**config.mk**
```make
export PLATFORM = sky130hd
export DESIGN_NAME = frame_stim_gen
export DESIGN_NICKNAME = d
export VERILOG_FILES = /design/src/rtl/frame_stim_pkg.sv /design/src/rtl/stim_lfsr16.sv /design/src/rtl/frame_stim_gen.sv
export SDC_FILE = /design/constraint.sdc
export NUM_CORES = 1
export LEC_CHECK = 0
export ABC_CLOCK_PERIOD_IN_PS = 6800
export CORE_ASPECT_RATIO = 0.6
export CORE_MARGIN = 4
export CORE_UTILIZATION = 23
export DETAILED_ROUTE_END_ITERATION = 12
export PLACE_DENSITY = 0.42
export SKIP_LAST_GASP = 1
export SLEW_MARGIN = 5
export SYNTH_ARGS = -nofsm -noshare
export SYNTH_HDL_FRONTEND = slang
export SYNTH_SLANG_ARGS = --single-unit
export TNS_END_PERCENT = 100
```
**constraint.sdc**
```tcl
create_clock -name iclk -period 6.8 [get_ports iclk]
set_input_delay 1.02 -clock iclk [delete_from_list [all_inputs] [get_ports iclk]]
set_output_delay 1.02 -clock iclk [all_outputs]
set_load 0.02 [all_outputs]
```
**src/rtl/frame_stim_pkg.sv**
```systemverilog
// Shared types and constants for the framed stimulus generator.
// Holds payload mode encodings, FSM states, header tag and LFSR taps.
package frame_stim_pkg;

    typedef enum logic [1:0] {
        MODE_CNT  = 2'd0,
        MODE_TS   = 2'd1,
        MODE_LFSR = 2'd2,
        MODE_ONES = 2'd3
    } mode_e;

    typedef enum logic [1:0] {
        ST_IDLE,
        ST_HDR,
        ST_PAY,
        ST_TRL
    } state_e;

    localparam logic [1:0]  HDR_TAG   = 2'b11;

    // x^16+x^14+x^13+x^11+1 as a right-shifting Fibonacci register:
    // feedback is taken from bits 0,2,3,5 and enters at bit 15.
    localparam logic [15:0] LFSR_TAPS = 16'h002D;

    function automatic logic [15:0] lfsr_step(input logic [15:0] s);
        return {^(s & LFSR_TAPS), s[15:1]};
    endfunction

endpackage

```
**src/rtl/stim_lfsr16.sv**
```systemverilog
// 16-bit payload LFSR, advanced one step per enabled cycle.
// Ports: iclk, ireset (sync, loads SEED), ienable, ostate (current value).
module stim_lfsr16
    import frame_stim_pkg::*;
#(
    parameter logic [15:0] SEED = 16'hACE1
) (
    input  logic        iclk,
    input  logic        ireset,
    input  logic        ienable,
    output logic [15:0] ostate
);

    logic [15:0] state_q;
    logic [15:0] state_d;

    always_comb begin
        state_d = state_q;
        if (ienable) begin
            state_d = lfsr_step(state_q);
        end
    end

    always_ff @(posedge iclk) begin
        if (ireset) begin
            state_q <= SEED;
        end else begin
            state_q <= state_d;
        end
    end

    assign ostate = state_q;

endmodule

```
**src/rtl/frame_stim_gen.sv**
```systemverilog
// Framed test-traffic generator: header, NUM_CH x WORDS_PER_CH payload,
// XOR trailer. Frames start on a periodic tick or itrig.
// Ports: iclk/ireset (sync, active-high); ienable/iperiod set the tick;
// itrig requests a frame; imode picks the payload; iready is downstream
// ready; odata/ovalid/osof/oeof/och carry words; obusy, oframe_cnt and
// sticky ooverrun report status.
module frame_stim_gen
    import frame_stim_pkg::*;
#(
    parameter int          DATA_W       = 18,
    parameter int          CNT_W        = 26,
    parameter int          NUM_CH       = 4,
    parameter int          WORDS_PER_CH = 8,
    parameter int          CH_W         = (NUM_CH > 1) ? $clog2(NUM_CH) : 1,
    parameter logic [15:0] LFSR_SEED    = 16'hACE1
) (
    input  logic              iclk,
    input  logic              ireset,
    input  logic              ienable,
    input  logic [CNT_W-1:0]  iperiod,
    input  logic              itrig,
    input  logic [1:0]        imode,
    input  logic              iready,
    output logic [DATA_W-1:0] odata,
    output logic              ovalid,
    output logic              osof,
    output logic              oeof,
    output logic [CH_W-1:0]   och,
    output logic              obusy,
    output logic [15:0]       oframe_cnt,
    output logic              ooverrun
);

    localparam int NPAY  = NUM_CH * WORDS_PER_CH;
    localparam int IDX_W = (NPAY > 1) ? $clog2(NPAY) : 1;
    localparam int WIC_W = (WORDS_PER_CH > 1) ? $clog2(WORDS_PER_CH) : 1;
    localparam int PAT_W = DATA_W - CH_W;

    state_e             state_q, state_d;
    mode_e              mode_q, mode_d;
    logic [CNT_W-1:0]   cnt_q, cnt_d;
    logic [CNT_W-1:0]   ts_q, ts_d;
    logic [IDX_W-1:0]   idx_q, idx_d;
    logic [CH_W-1:0]    ch_q, ch_d;
    logic [WIC_W-1:0]   wic_q, wic_d;
    logic [DATA_W-1:0]  csum_q, csum_d;
    logic [15:0]        frame_cnt_q, frame_cnt_d;
    logic               ovr_q, ovr_d;

    logic               tick;
    logic               start;
    logic               busy;
    logic               xfer;
    logic               lfsr_en;
    logic [15:0]        lfsr;
    logic [PAT_W-1:0]   pattern;
    logic [DATA_W-1:0]  pay_word;
    logic [DATA_W-1:0]  hdr_word;

    stim_lfsr16 #(
        .SEED    (LFSR_SEED)
    ) u_lfsr (
        .iclk    (iclk),
        .ireset  (ireset),
        .ienable (lfsr_en),
        .ostate  (lfsr)
    );

    // Period counter; the >= compare recovers if iperiod shrinks mid-count.
    always_comb begin
        cnt_d = cnt_q;
        tick  = 1'b0;
        if (!ienable || iperiod == '0) begin
            cnt_d = '0;
        end else if (cnt_q >= iperiod - CNT_W'(1)) begin
            cnt_d = '0;
            tick  = 1'b1;
        end else begin
            cnt_d = cnt_q + CNT_W'(1);
        end
    end

    assign start = tick | itrig;
    assign busy  = (state_q != ST_IDLE);
    assign xfer  = busy & iready;

    always_comb begin
        pattern = '1;
        unique case (mode_q)
            MODE_CNT:  pattern = PAT_W'(idx_q);
            MODE_TS:   pattern = PAT_W'(ts_q + CNT_W'(idx_q));
            MODE_LFSR: pattern = PAT_W'(lfsr);
            default:   pattern = '1;
        endcase
    end

    assign pay_word = {ch_q, pattern};

    // Tag and count are MSB-aligned; the shift drops excess low bits
    // when DATA_W is narrower than the 18-bit tag+count.
    assign hdr_word = DATA_W'({HDR_TAG, frame_cnt_q, {DATA_W{1'b0}}} >> 18);

    always_comb begin
        odata = '0;
        osof  = 1'b0;
        oeof  = 1'b0;
        och   = '0;
        unique case (state_q)
            ST_HDR: begin
                odata = hdr_word;
                osof  = 1'b1;
            end
            ST_PAY: begin
                odata = pay_word;
                och   = ch_q;
            end
            ST_TRL: begin
                odata = csum_q;
                oeof  = 1'b1;
            end
            default: ;
        endcase
    end

    always_comb begin
        state_d     = state_q;
        mode_d      = mode_q;
        ts_d        = ts_q;
        idx_d       = idx_q;
        ch_d        = ch_q;
        wic_d       = wic_q;
        csum_d      = csum_q;
        frame_cnt_d = frame_cnt_q;
        ovr_d       = ovr_q | (start & busy);
        lfsr_en     = 1'b0;
        unique case (state_q)
            ST_IDLE: begin
                if (start) begin
                    state_d = ST_HDR;
                    mode_d  = mode_e'(imode);
                    ts_d    = cnt_q;
                    idx_d   = '0;
                    ch_d    = '0;
                    wic_d   = '0;
                    csum_d  = '0;
                end
            end
            ST_HDR: begin
                if (xfer) begin
                    state_d = ST_PAY;
                end
            end
            ST_PAY: begin
                if (xfer) begin
                    csum_d  = csum_q ^ pay_word;
                    lfsr_en = (mode_q == MODE_LFSR);
                    idx_d   = idx_q + IDX_W'(1);
                    if (wic_q == WIC_W'(WORDS_PER_CH - 1)) begin
                        wic_d = '0;
                        ch_d  = ch_q + CH_W'(1);
                    end else begin
                        wic_d = wic_q + WIC_W'(1);
                    end
                    if (idx_q == IDX_W'(NPAY - 1)) begin
                        state_d = ST_TRL;
                    end
                end
            end
            ST_TRL: begin
                if (xfer) begin
                    state_d     = ST_IDLE;
                    frame_cnt_d = frame_cnt_q + 16'd1;
                end
            end
            default: state_d = ST_IDLE;
        endcase
    end

    always_ff @(posedge iclk) begin
        if (ireset) begin
            state_q     <= ST_IDLE;
            mode_q      <= MODE_CNT;
            cnt_q       <= '0;
            ts_q        <= '0;
            idx_q       <= '0;
            ch_q        <= '0;
            wic_q       <= '0;
            csum_q      <= '0;
            frame_cnt_q <= '0;
            ovr_q       <= 1'b0;
        end else begin
            state_q     <= state_d;
            mode_q      <= mode_d;
            cnt_q       <= cnt_d;
            ts_q        <= ts_d;
            idx_q       <= idx_d;
            ch_q        <= ch_d;
            wic_q       <= wic_d;
            csum_q      <= csum_d;
            frame_cnt_q <= frame_cnt_d;
            ovr_q       <= ovr_d;
        end
    end

    assign ovalid     = busy;
    assign obusy      = busy;
    assign oframe_cnt = frame_cnt_q;
    assign ooverrun   = ovr_q;

endmodule

```
-- Word-level counts from Yosys, hierarchy flattened
Cells that the tools add are included.
- input port bits: 33
- register bits: 107
- output and inout bits: 41
- $add $sub $neg: 7
- $lt $le $gt $ge: 1
- reduce and logical (&&, ||, !) cells: 14
- equality and inequality tests: 13
- bitwise operators: 5
- mux-type cells: 29
- operators by type and width (kind ; count):
    18-bit case mux with 3 select lines ; 1
    16-bit case mux with 3 select lines ; 1
    18-bit two-way mux ; 2
    18-bit case mux with 2 select lines ; 1
    26-bit by 1-bit adder with 26-bit output (second input constant) ; 1
    26-bit >= comparator ; 1
    26-bit zero test ; 1
    26-bit by 1-bit subtractor with 26-bit output (second input constant) ; 1
    2-bit two-way mux ; 9
    18-bit XOR ; 1
    16-bit by 1-bit adder with 16-bit output (second input constant) ; 1
    16-bit by 5-bit adder with 16-bit output ; 1
    16-bit parity ; 1
    2-bit inequality test (second input constant) ; 6
    5-bit two-way mux ; 2
    5-bit case mux with 2 select lines ; 1
    3-bit two-way mux ; 3
    2-bit case mux with 4 select lines ; 1
    2-bit equality test (second input constant) ; 3
    1-bit two-way mux ; 6
    3-bit case mux with 2 select lines ; 1
    5-bit by 1-bit adder with 5-bit output (second input constant) ; 1
    5-bit equality test (second input constant) ; 1
    5-bit AND reduction ; 1
    15 further kinds ; 21

-- Logic depth before layout (Yosys ltp)
Gate-level depths: netlist of run 1.
- depth in word-level cells: 7
- gate-level depth with buffers: 18
- mapped depth without buffers: 15

-- Modules after synthesis
Synthesis of run 1 repeated with hierarchy kept, for this count alone.
- cells, all modules: 798
- area, all modules: 6707.7 µm²
- by module, submodules not included (module ; area an instance (µm²) ; cells an instance ; instances):
    frame_stim_gen ; 6108.4 ; 743 ; 1
    stim_lfsr16 ; 599.3 ; 55 ; 1

-- Worst setup path before layout of run 1
OpenSTA, ideal clock, no wires.
- kind: input port to flip-flop
- start point: in iperiod[13]
- end point: reg csum_q[10]
- slack: 1732 ps
- required time: 6680 ps
- setup time: 120 ps
- arrival time: 4949 ps
- cell stages on the path: 15
- path buffers: 2
- path through: or4_4 -> or4_4 -> or3_1 -> nor4_1 -> xnor2_1 -> ha_1 -> and3_1 -> nand3_1 -> or4_4 -> a311oi_2 -> o2111ai_2 -> and2_4 -> buf_8 -> buf_8 -> a211o_1
- longest elaborated chain between the ends: 7
- elaborated cells between the ends (all ways): 9
- classes of those cells: add/sub (1); order compare (1); eq/ne (1); mux (2); bitwise (1); reduce/logical (3)
- ends and longest elaborated chain (element ; line ; RTL):
    from (decl) ; frame_stim_gen.sv:20 ; input logic [CNT_W-1:0] iperiod,
    26-bit by 1-bit subtractor with 26-bit output ; frame_stim_gen.sv:75 ; end else if (cnt_q >= iperiod - CNT_W'(1)) begin
    26-bit >= comparator ; frame_stim_gen.sv:75 ;
    1-bit two-way mux ; frame_stim_gen.sv:75 ;
    1-bit two-way mux (*) ; frame_stim_gen.sv:73 ; if (!ienable || iperiod == '0) begin
    1-bit OR (*) ; frame_stim_gen.sv:83 ; assign start = tick | itrig;
    2-bit inequality test (no line) (*) ; n/a ;
    3-bit AND reduction (no line) (*) ; n/a ;
    to (signal assigned) ; frame_stim_gen.sv:199 ; csum_q <= csum_d;
    to (decl) ; frame_stim_gen.sv:46 ; logic [DATA_W-1:0] csum_q, csum_d;
Mark *: on every way between the ends. The rest lies on a longest branch, timed or not.
A chain may end at the register's enable or synchronous reset.

-- Worst setup path in the final report of run 1
- start point: in iperiod[13]
- end point: reg csum_q[17]
The elaborated chain is that of the path after synthesis.

==> results.py, run 1 <==
metrics = {
    "detailed_routing": {
        "drt_first_pass_iters": 7,
        "drt_iter0_drc": 513,
        "drc": 0,
        "drt_wl_total_um": 19200,
        "viasPerCell": 4.62,
        "post_drt_wl_per_cell_um": 15.6,
        "detail-route-antenna-nets": 0,
        "vias": 5700,
    },
    "clock_network": {
        "root_buffer": "clkbuf_16",
        "clk_path_buf_depth": 2,
        "clock-sinks": 107,
        "cts-buffers-inserted": 9,
        "clk_pin_slew_worst_paths_ns": 0.07,
        "cts_resized": 0,
        "post_cts_buffers": 0,
        "clock_latency_ns": 0.36,
        "htreeDepth": 3,
        "cts_tree": "built",
        "holdBufCountCts": 0,
    },
    "timing": {
        "slew_headroom_pct": 36.4,
        "skew_ns": 0.00841,
        "final.min_clock_period_ns": 5.51,
        "worst_slew_pin_slew_ns": 0.953,
        "grt_setup_unrepaired": "no",
        "drv_slew": 0,
        "finalSetupTns_ns": 0,
        "finalSetupViolCount": 0,
        "fin_crit_sh_pct": 81.0,
        "hold_violations": 0,
        "timing.fmax_mhz": 182,
    },
    "global_routing": {
        "antenna_found_initial": 0,
        "track_usage_pct": 11.9,
        "grt_pass1_vias": 5427,
        "grt_max_degree": 82,
        "grt_pass1_wl_um": 30900,
        "grt.overflow.total": 0,
    },
    "synth": {
        "synth_seq_cells": 107,
        "syn_area_per_cell_um2": 8.29,
        "synth_compound_area_share_pct": 14.7,
        "synth-edff-count": 0,
        "synthCells": 807,
        "synthArstFlopShare_pct": 0,
        "ys_seq_area_share_pct": 32.0,
        "synth-warning-count": 0,
        "synthMuxAreaShare_pct": 4.12,
        "synth_xor_area_share_pct": 9.69,
        "synth_nets": 883,
        "yosysTopAreaCellShare_pct": 32.0,
        "synthSimpleGateAreaFrac_pct": 26.6,
        "yosysUniqueCellTypes": 66,
        "yosys-top-cells-area": "dfxtp_1 (32%), ha_1 (7.9%), xnor2_1 (5.5%)",
        "synth_top_family_by_area": "simple AND/OR/NAND/NOR gates",
        "synth.most_common_cell": "dfxtp_1",
        "synthAdderAreaFrac_pct": 8.16,
        "ys.flop_type": "dfxtp_1",
        "synth_area_um2": 6690,
        "synth_top_area_cell": "dfxtp_1",
        "synthTopCellsByCount": "dfxtp_1 (107), nor2_1 (89), nand2_1 (82)",
    },
    "setup_path": {
        "max_stage_delay_ns": 0.58,
        "critPathBufInv": 1,
        "critPathArrivalTime_ns": 5.76,
        "crit_chain": "clkdlybuf4s50_1 > or4_4 > or4_4 > nor4_1 > nand2_1 > xor2_1 > ha_1 > and3_1 > nand3_1 > or4_4 > a311oi_2 > o2111ai_2 > and2_4 > a221o_1",
        "crit_family": "simple AND/OR/NAND/NOR gates",
        "cp-end-kind": "flop",
        "cp_slowest_cell": "or4_4",
        "path_max_fanout": 24,
        "critical_path_class": "in -> reg",
        "cp.required_ns": 7.05,
        "crit_path_frequent_cell": "or4_4",
        "start_kind": "primary input",
    },
    "placement": {
        "port_buffers": 73,
        "hpwl_um": 14500,
        "place_congestion": 0.764,
    },
    "run_status": {
        "outcome": "finished, final reports clean",
    },
    "power": {
        "total_power_mw": 1.68,
        "leakage_nw": 2.99,
        "ir_drop_v": 0.000125,
        "power_density_nw_per_um2": 210,
    },
    "die": {
        "die_area_um2": 32000,
        "pin_count": 74,
        "start_util_pct": 23.3,
        "coreArea_um2": 28700,
        "fp.dieW_um": 228,
        "std_cell_rows": 48,
        "die_h_um": 140,
    },
    "min_path": {
        "hp-class": "reg -> reg",
    },
    "cells_and_area": {
        "drive_gt1_share_pct": 4.91,
        "nets": 928,
        "areaGrowthSynthToFinish_pct": 19.7,
    },
    "run": {
        "maxCapViolations": 0,
    },
}
-- sequential cells by signal, indices dropped and copies added (netlist names) --
| name | cells |
|---|---|
| u_lfsr.ostate | 16 |
| wic_q | 3 |
| idx_q | 5 |
| mode_q | 2 |
| csum_q | 18 |
| cnt_q | 26 |
| ts_q | 16 |
| oframe_cnt | 16 |
| ch_q | 2 |
| state_q | 2 |
| ooverrun | 1 |
-- path summary, 6_finish.rpt --
| check | start | endpoint | slack, ns | depth (start not counted) |
|---|---|---|---|---|
| worst min-delay path | ooverrun | ooverrun | 0.46 | 2 |
| worst max-delay path | iperiod[13] | csum_q[17] | 1.29 | 14 |
| worst min register to register | ooverrun | ooverrun | 0.46 | 2 |
| worst max register to register | state_q[1] | csum_q[1] | 3.22 | 6 |
-- placed cells by master, fill, tap and decap left out, drive strengths merged, types with 4 or more instances in the layout --
master	n
a211o	13
a211oi	4
a21o	7
a21oi	41
a222oi	8
a22oi	6
and2	7
and3	19
and4	6
buf	5
clkbuf	9
clkdlybuf4s50	72
dfxtp	107
ha	42
inv	21
mux2	4
mux2i	23
nand2	82
nand2b	46
nand3	23
nand3b	9
nand4	15
nor2	89
nor2b	4
nor3	22
nor3b	6
nor4	8
o211ai	4
o21ai	20
o22ai	4
or2	5
or3	6
or4	4
xnor2	42
xor2	32
-- where the power goes --
part	leakage, nW	switching (mW)	total [mW]	internal (mW)
logic	1.98	0.275	0.426	0.151
registers	0.863	0.0286	0.669	0.640
clock network	0.152	0.261	0.584	0.323
total	2.99	0.565	1.68	1.11
-- layout make-up --
class                      count  area, um^2
fill                        3099       20700
clock inverter                 6        90.1
clock buffer                   9         225
tap                          375         469
inverter                      21        78.8
timing repair buffer          77         756
multi-input combinational    636        4240
antenna                        3        7.51
sequential                   107        2140
-- kinds of logic (layout without fill, tap and decap cells) --
family | count (synthesis) | count (layout)
AND/OR/NAND/NOR | 353 | 353
AO/OA/AOI/OAI | 139 | 139
buffers and inverters | 64 | 113
flip-flops | 107 | 107
other | 0 | 3
adder cells (fa/ha/maj) | 43 | 43
multiplexers | 27 | 27
XOR/XNOR | 74 | 74
-- per-stage QoR --
stage / hold slack [ns] / setup slack, ns / cell area [um^2] / cells / utilization (%)
after detailed placement: 0.446 / 0.898 / 7680 / 1216 / 26.8
after global routing: 0.500 / 0.960 / 8000 / 1231 / 27.9
after floorplan: 0.442 / 1.73 / 6690 / 807 / -
after CTS: 0.466 / 1.29 / 8000 / 1231 / 27.9
final: 0.460 / 1.29 / 8010 / 1234 / 27.9
after global placement: 0.453 / 0.990 / 7680 / 1216 / 26.8
-- worst min-delay path: stages, from the launching register on --
cell and delay [ns]:
dfxtp_1 0.33, nand2b_1 0.06, o31ai_1 0.05
-- layer usage --
layer  GRT usage (%)  share of wire [%]  up-vias
li1                -                  -     2946
met1            19.1                 57     2683
met2            16.1                 39       63
met3            2.72                3.2        8
met4            2.03               0.65        0
met5               0                  0        -
Power figures use the tool's default switching activity.
==> run 2: changes to the inputs <==
--- a/config.mk
+++ b/config.mk
@@ -5,12 +5,12 @@
 export SDC_FILE = /design/constraint.sdc
 export NUM_CORES = 1
 export LEC_CHECK = 0
-export ABC_CLOCK_PERIOD_IN_PS = 6800
+export ABC_CLOCK_PERIOD_IN_PS = 5000
 export CORE_ASPECT_RATIO = 0.6
 export CORE_MARGIN = 4
 export CORE_UTILIZATION = 23
 export DETAILED_ROUTE_END_ITERATION = 12
-export PLACE_DENSITY = 0.42
+export PLACE_DENSITY = 0.44
 export SKIP_LAST_GASP = 1
 export SLEW_MARGIN = 5
 export SYNTH_ARGS = -nofsm -noshare
==> constraint.sdc (replaced) <==
create_clock -name iclk -period 5 [get_ports iclk]
set_input_delay 0.75 -clock iclk [delete_from_list [all_inputs] [get_ports iclk]]
set_output_delay 0.75 -clock iclk [all_outputs]
set_load 0.02 [all_outputs]
==> run 2 against run 1 <==
Effect of this change: routed wire length grew 2.2%; sequential cell count is the same; count of clock-buffer cells in the layout is the same; via count grew 2.4%; final area grew 4.1%; die area is the same; clock skew grew 0.0019 ns; highest routed layer unchanged; setup slack lost 1.1 ns; largest power group unchanged.
==> results.py, run 2 (same netlist as run 1, synthesis figures left out) <==
metrics = {
    "run_status": {
        "outcome": "finished, final reports clean",
    },
    "cells_and_area": {
        "diodes": 0,
        "largest-register": "cnt_q",
        "final_common_cell": "dfxtp_1",
        "multi_input_area_um2": 4300,
        "nets": 958,
        "top_regs": "cnt_q: 26 flops, csum_q: 18 flops",
        "drive_gt1_share_pct": 8.69,
        "largest_reg_flops": 26,
        "nFillCells": 3048,
        "register_area_um2": 2140,
        "layout_common_cells": "dfxtp_1 (107), nor2_1 (89), nand2_1 (82)",
        "areaGrowthSynthToFinish_pct": 24.6,
    },
    "clock_network": {
        "clock-sinks": 107,
        "htreeDepth": 3,
        "cts_tree": "built",
        "clk_pin_slew_worst_paths_ns": 0.07,
        "cts-buffers-inserted": 9,
        "clk_path_buf_depth": 2,
        "clock_latency_ns": 0.36,
        "holdBufCountCts": 0,
        "root_buffer": "clkbuf_16",
    },
    "placement": {
        "port_buffers": 73,
        "hpwl_um": 14500,
        "place_congestion": 0.755,
    },
    "detailed_routing": {
        "detail-route-antenna-nets": 0,
        "vias": 5834,
        "drt_first_pass_iters": 5,
        "drt_wl_total_um": 19600,
        "drt_iter0_drc": 435,
        "viasPerCell": 4.63,
        "post_drt_wl_per_cell_um": 15.6,
        "drc": 0,
    },
    "setup_path": {
        "cp-end-kind": "flop",
        "path_max_fanout": 5,
        "cp.required_ns": 5.28,
        "critPathArrivalTime_ns": 5.08,
        "critical_path_class": "in -> reg",
        "start_kind": "primary input",
    },
    "global_routing": {
        "grt_max_degree": 81,
        "antenna_found_initial": 3,
        "grt.overflow.total": 0,
        "grt_pass1_vias": 5512,
        "grt_pass1_wl_um": 31000,
        "track_usage_pct": 12.0,
    },
    "power": {
        "leakage_nw": 3.20,
        "total_power_mw": 2.30,
        "power_density_nw_per_um2": 276,
        "ir_drop_v": 0.000168,
    },
    "min_path": {
        "hp-class": "reg -> reg",
    },
    "run": {
        "maxCapViolations": 0,
    },
    "die": {
        "die_area_um2": 32000,
        "pin_count": 74,
        "die_h_um": 140,
        "fp.dieW_um": 228,
        "start_util_pct": 23.3,
        "std_cell_rows": 48,
        "coreArea_um2": 28700,
    },
    "timing": {
        "final.min_clock_period_ns": 4.79,
        "hold_violations": 0,
        "skew_ns": 0.0103,
        "timing.fmax_mhz": 209,
        "fin_crit_sh_pct": 95.9,
        "worst_slew_pin_slew_ns": 1.02,
        "drv_slew": 0,
        "slew_headroom_pct": 32.3,
        "finalSetupViolCount": 0,
        "finalSetupTns_ns": 0,
    },
}
run 2: cell types whose count changed in the layout (fill, tap and decap cells not counted), moves of 3 or more:
cell and delta:
buf_4 +25, clkdlybuf4s50_1 -4, dlymetal6s2s_1 +4, diode_2 -3
run 2: through the flow:
| stage | cell area [um^2] | hold WS [ns] | utilization [%] | setup slack (ns) | instances |
|---|---|---|---|---|---|
| floorplan | 6690 | 0.442 | - | 0.202 | 807 |
| CTS | 8200 | 0.475 | 28.6 | 0.0487 | 1258 |
| global placement | 7910 | 0.455 | 27.6 | -0.260 | 1243 |
| global route | 8330 | 0.506 | 29.0 | -0.0115 | 1261 |
| finish | 8330 | 0.475 | 29.0 | 0.207 | 1261 |
| detailed placement | 7910 | 0.462 | 27.6 | -0.328 | 1243 |
run 2: metal layers:
layer	global-route usage (%)	vias to the layer above	share of wire [%]
met5	0	-	0
met4	1.93	0	0.53
li1	-	2993	-
met3	2.76	7	4.6
met2	16.5	92	39
met1	18.9	2742	56
run 2: path summary, 6_finish.rpt:
check	slack, ns	startpoint	cells past startpoint	end
worst max-delay path	0.21	iperiod[2]	19	ts_q[14]
worst min-delay path	0.48	u_lfsr.ostate[14]	2	u_lfsr.ostate[14]
worst max register to register	1.91	state_q[1]	6	u_lfsr.ostate[15]
worst min register to register	0.48	u_lfsr.ostate[14]	2	u_lfsr.ostate[14]
run 2: repair_timing:
| item | 4_1_cts | 5_1_grt |
|---|---|---|
| endpoints found under the setup margin | 0 | 45 |
| buffers inserted | 0 | 0 |
| gates resized for setup | 0 | 13 |
| endpoints found under the hold margin | 0 | 0 |
run 2: layout make-up:
type / instances / share of cell area (%)
tap: 375 / 5.63
multi-input combinational: 636 / 51.6
sequential: 107 / 25.7
clock inverter: 6 / 0.811
timing repair buffer: 107 / 12.7
clock buffer: 9 / 2.70
inverter: 21 / 0.946
run 2: report_power, final:
part	leakage (nW)	internal (mW)	switching, mW
Combinational	2.20	0.254	0.414
Clock	0.137	0.387	0.340
Sequential	0.863	0.871	0.0332
Total	3.20	1.51	0.786
run 2: critical path: stages:
cell and delay [ns]:
clkdlybuf4s50_1 0.44, nor3_2 0.22, nand3_1 0.15, nor4_2 0.15, buf_4 0.15, nand2b_1 0.10
or3_4 0.41, nor4_4 0.27, xnor2_1 0.11, ha_1 0.31, and3_4 0.20, nand3_2 0.08
or4_4 0.45, a311oi_4 0.33, buf_4 0.18, o21ai_2 0.07, a21oi_4 0.31, clkbuf_16 0.23
mux2i_1 0.18
==> run 3: changes to the inputs <==
--- a/config.mk
+++ b/config.mk
@@ -7,10 +7,10 @@
 export LEC_CHECK = 0
 export ABC_CLOCK_PERIOD_IN_PS = 5000
 export CORE_ASPECT_RATIO = 0.6
-export CORE_MARGIN = 4
-export CORE_UTILIZATION = 23
+export CORE_MARGIN = 2
+export CORE_UTILIZATION = 45
 export DETAILED_ROUTE_END_ITERATION = 12
-export PLACE_DENSITY = 0.44
+export PLACE_DENSITY = 0.72
 export SKIP_LAST_GASP = 1
 export SLEW_MARGIN = 5
 export SYNTH_ARGS = -nofsm -noshare
==> run 3 against run 2 <==
Effect of this change: sequential share of layout area grew 0.74 points; sequential power grew 0.6%; sequential cell count is the same; count of clock-buffer cells in the layout grew 2; non-clock buffer count shrank 1; worst hold slack lost 0.0024 ns; via count grew 2.1%; clock power shrank 8.9%; critical path depth is the same; routed wire length shrank 15%.
==> results.py, run 3 (same netlist as run 1, synthesis figures left out) <==
metrics = {
    "power": {
        "ir_drop_v": 0.000257,
        "total_power_mw": 2.22,
        "power_density_nw_per_um2": 274,
        "leakage_nw": 3.19,
    },
    "clock_network": {
        "root_buffer": "clkbuf_16",
        "cts-buffers-inserted": 9,
        "holdBufCountCts": 0,
        "clock-sinks": 107,
        "cts_tree": "built",
        "clk_pin_slew_worst_paths_ns": 0.07,
        "clock_latency_ns": 0.35,
        "clk_path_buf_depth": 2,
        "htreeDepth": 3,
    },
    "die": {
        "start_util_pct": 46.1,
        "pin_count": 74,
        "fp.dieW_um": 161,
        "die_h_um": 98.4,
        "std_cell_rows": 34,
        "die_area_um2": 15900,
        "coreArea_um2": 14500,
    },
    "detailed_routing": {
        "detail-route-antenna-nets": 0,
        "drt_iter0_drc": 556,
        "post_drt_wl_per_cell_um": 15.3,
        "drt_first_pass_iters": 6,
        "vias": 5955,
        "drt_wl_total_um": 16600,
        "drc": 0,
        "viasPerCell": 5.49,
    },
    "run": {
        "maxCapViolations": 0,
    },
    "global_routing": {
        "grt.overflow.total": 0,
        "grt_pass1_vias": 5244,
        "grt_pass1_wl_um": 26800,
        "grt_max_degree": 54,
        "grtUsageMet3_pct": 4.59,
        "grt_use_met2_pct": 27.3,
        "track_usage_pct": 20.7,
        "antenna_found_initial": 0,
        "busiest_layer": "met1",
        "met1_usage_pct": 33.9,
    },
    "cells_and_area": {
        "final_common_cell": "dfxtp_1",
        "nFillCells": 1308,
        "final_cells": 1085,
        "nets": 958,
        "drive_gt1_share_pct": 8.68,
        "largest_reg_flops": 26,
        "diodes": 0,
        "layout_common_cells": "dfxtp_1 (107), nor2_1 (89), nand2_1 (82)",
        "areaGrowthSynthToFinish_pct": 21.1,
        "top_regs": "cnt_q: 26 flops, csum_q: 18 flops",
        "largest-register": "cnt_q",
    },
    "setup_path": {
        "critical_path_class": "in -> reg",
        "cp_slowest_cell": "or4_4",
        "start_kind": "primary input",
        "crit_path_frequent_cell": "buf_4",
        "crit_chain": "clkdlybuf4s50_1 > nor3_2 > nand3_1 > nor4_2 > buf_4 > nand2b_1 > or3_4 > nor4_4 > xnor2_1 > ha_1 > and3_4 > nand3_2 > or4_4 > a311oi_4 > buf_4 > o21ai_2 > a21oi_4 > clkbuf_16 > mux2i_1",
        "max_stage_delay_ns": 0.45,
        "reg2reg_depth": 9,
        "critPathArrivalTime_ns": 5.06,
        "cp-end-kind": "flop",
        "r2r_start": "state_q[1]",
        "path_max_fanout": 5,
        "cp.required_ns": 5.28,
        "timing.critical_path.from": "iperiod[2]",
    },
    "timing": {
        "timing.fmax_mhz": 209,
        "final.min_clock_period_ns": 4.78,
        "finalSetupTns_ns": 0,
        "finalSetupViolCount": 0,
        "fin_crit_sh_pct": 95.6,
        "slew_headroom_pct": 38.8,
        "skew_ns": 0.00788,
        "hold_violations": 0,
        "drv_slew": 0,
        "worst_slew_pin_slew_ns": 0.917,
    },
    "placement": {
        "place_congestion": 0.837,
        "hpwl_um": 12100,
        "dp_cells": 1063,
        "port_buffers": 73,
    },
    "min_path": {
        "whs_path_depth": 1,
        "hp-class": "reg -> reg",
        "min_from": "wic_q[1]",
    },
    "run_status": {
        "outcome": "finished, final reports clean",
    },
}
## run 3: routing by layer
metal,vias up,share of wire [%]
met5,-,0
met4,0,0.92
met3,14,7.9
met2,192,38
met1,2747,53
li1,3002,-
## run 3: critical path: cells and delay by family
kind,cells,cell delay [ns]
xor+xnor,1,0.10
simple gates,9,2.00
fa+ha+maj,1,0.30
mux,1,0.18
buf+inv,4,0.99
compound gates,3,0.71
## run 3: layout make-up
type | instances | area, um^2 | area share (%)
Sequential cell | 107 | 2140 | 26.4
Clock buffer | 11 | 233 | 2.87
Multi-Input combinational cell | 637 | 4310 | 53.2
Timing Repair Buffer | 106 | 1050 | 12.9
Tap cell | 198 | 248 | 3.06
Inverter | 21 | 78.8 | 0.973
Clock inverter | 5 | 40.0 | 0.494
## run 3: path summary, 6_finish.rpt
| kind | endpoint | slack, ns |
|---|---|---|
| max | ts_q[15] | 0.22 |
| min | wic_q[1] | 0.47 |
| max reg2reg | oframe_cnt[13] | 1.99 |
| min reg2reg | wic_q[1] | 0.47 |
## run 3: report_power, final
| part | internal (mW) | total (mW) | leakage (nW) | switching, mW |
|---|---|---|---|---|
| Sequential | 0.871 | 0.909 | 0.863 | 0.0381 |
| Clock | 0.340 | 0.662 | 0.122 | 0.322 |
| Combinational | 0.258 | 0.647 | 2.20 | 0.389 |
| Total | 1.47 | 2.22 | 3.19 | 0.750 |
## run 3: stage by stage
stage	setup WS, ns	hold slack [ns]	area (um^2)	utilization (%)
2_1_floorplan	0.202	0.442	6690	-
3_3_place_gp	-0.183	0.453	7670	52.8
3_5_place_dp	-0.290	0.459	7670	52.8
4_1_cts	0.0544	0.475	7940	54.7
5_1_grt	-0.0125	0.490	8100	55.8
6_report	0.219	0.473	8100	55.8
## run 3: what timing repair did
item,in CTS,in global routing
buffers inserted,0,2
hold endpoints to repair,0,0
endpoints found under the setup margin,0,38
gates resized for setup,0,15
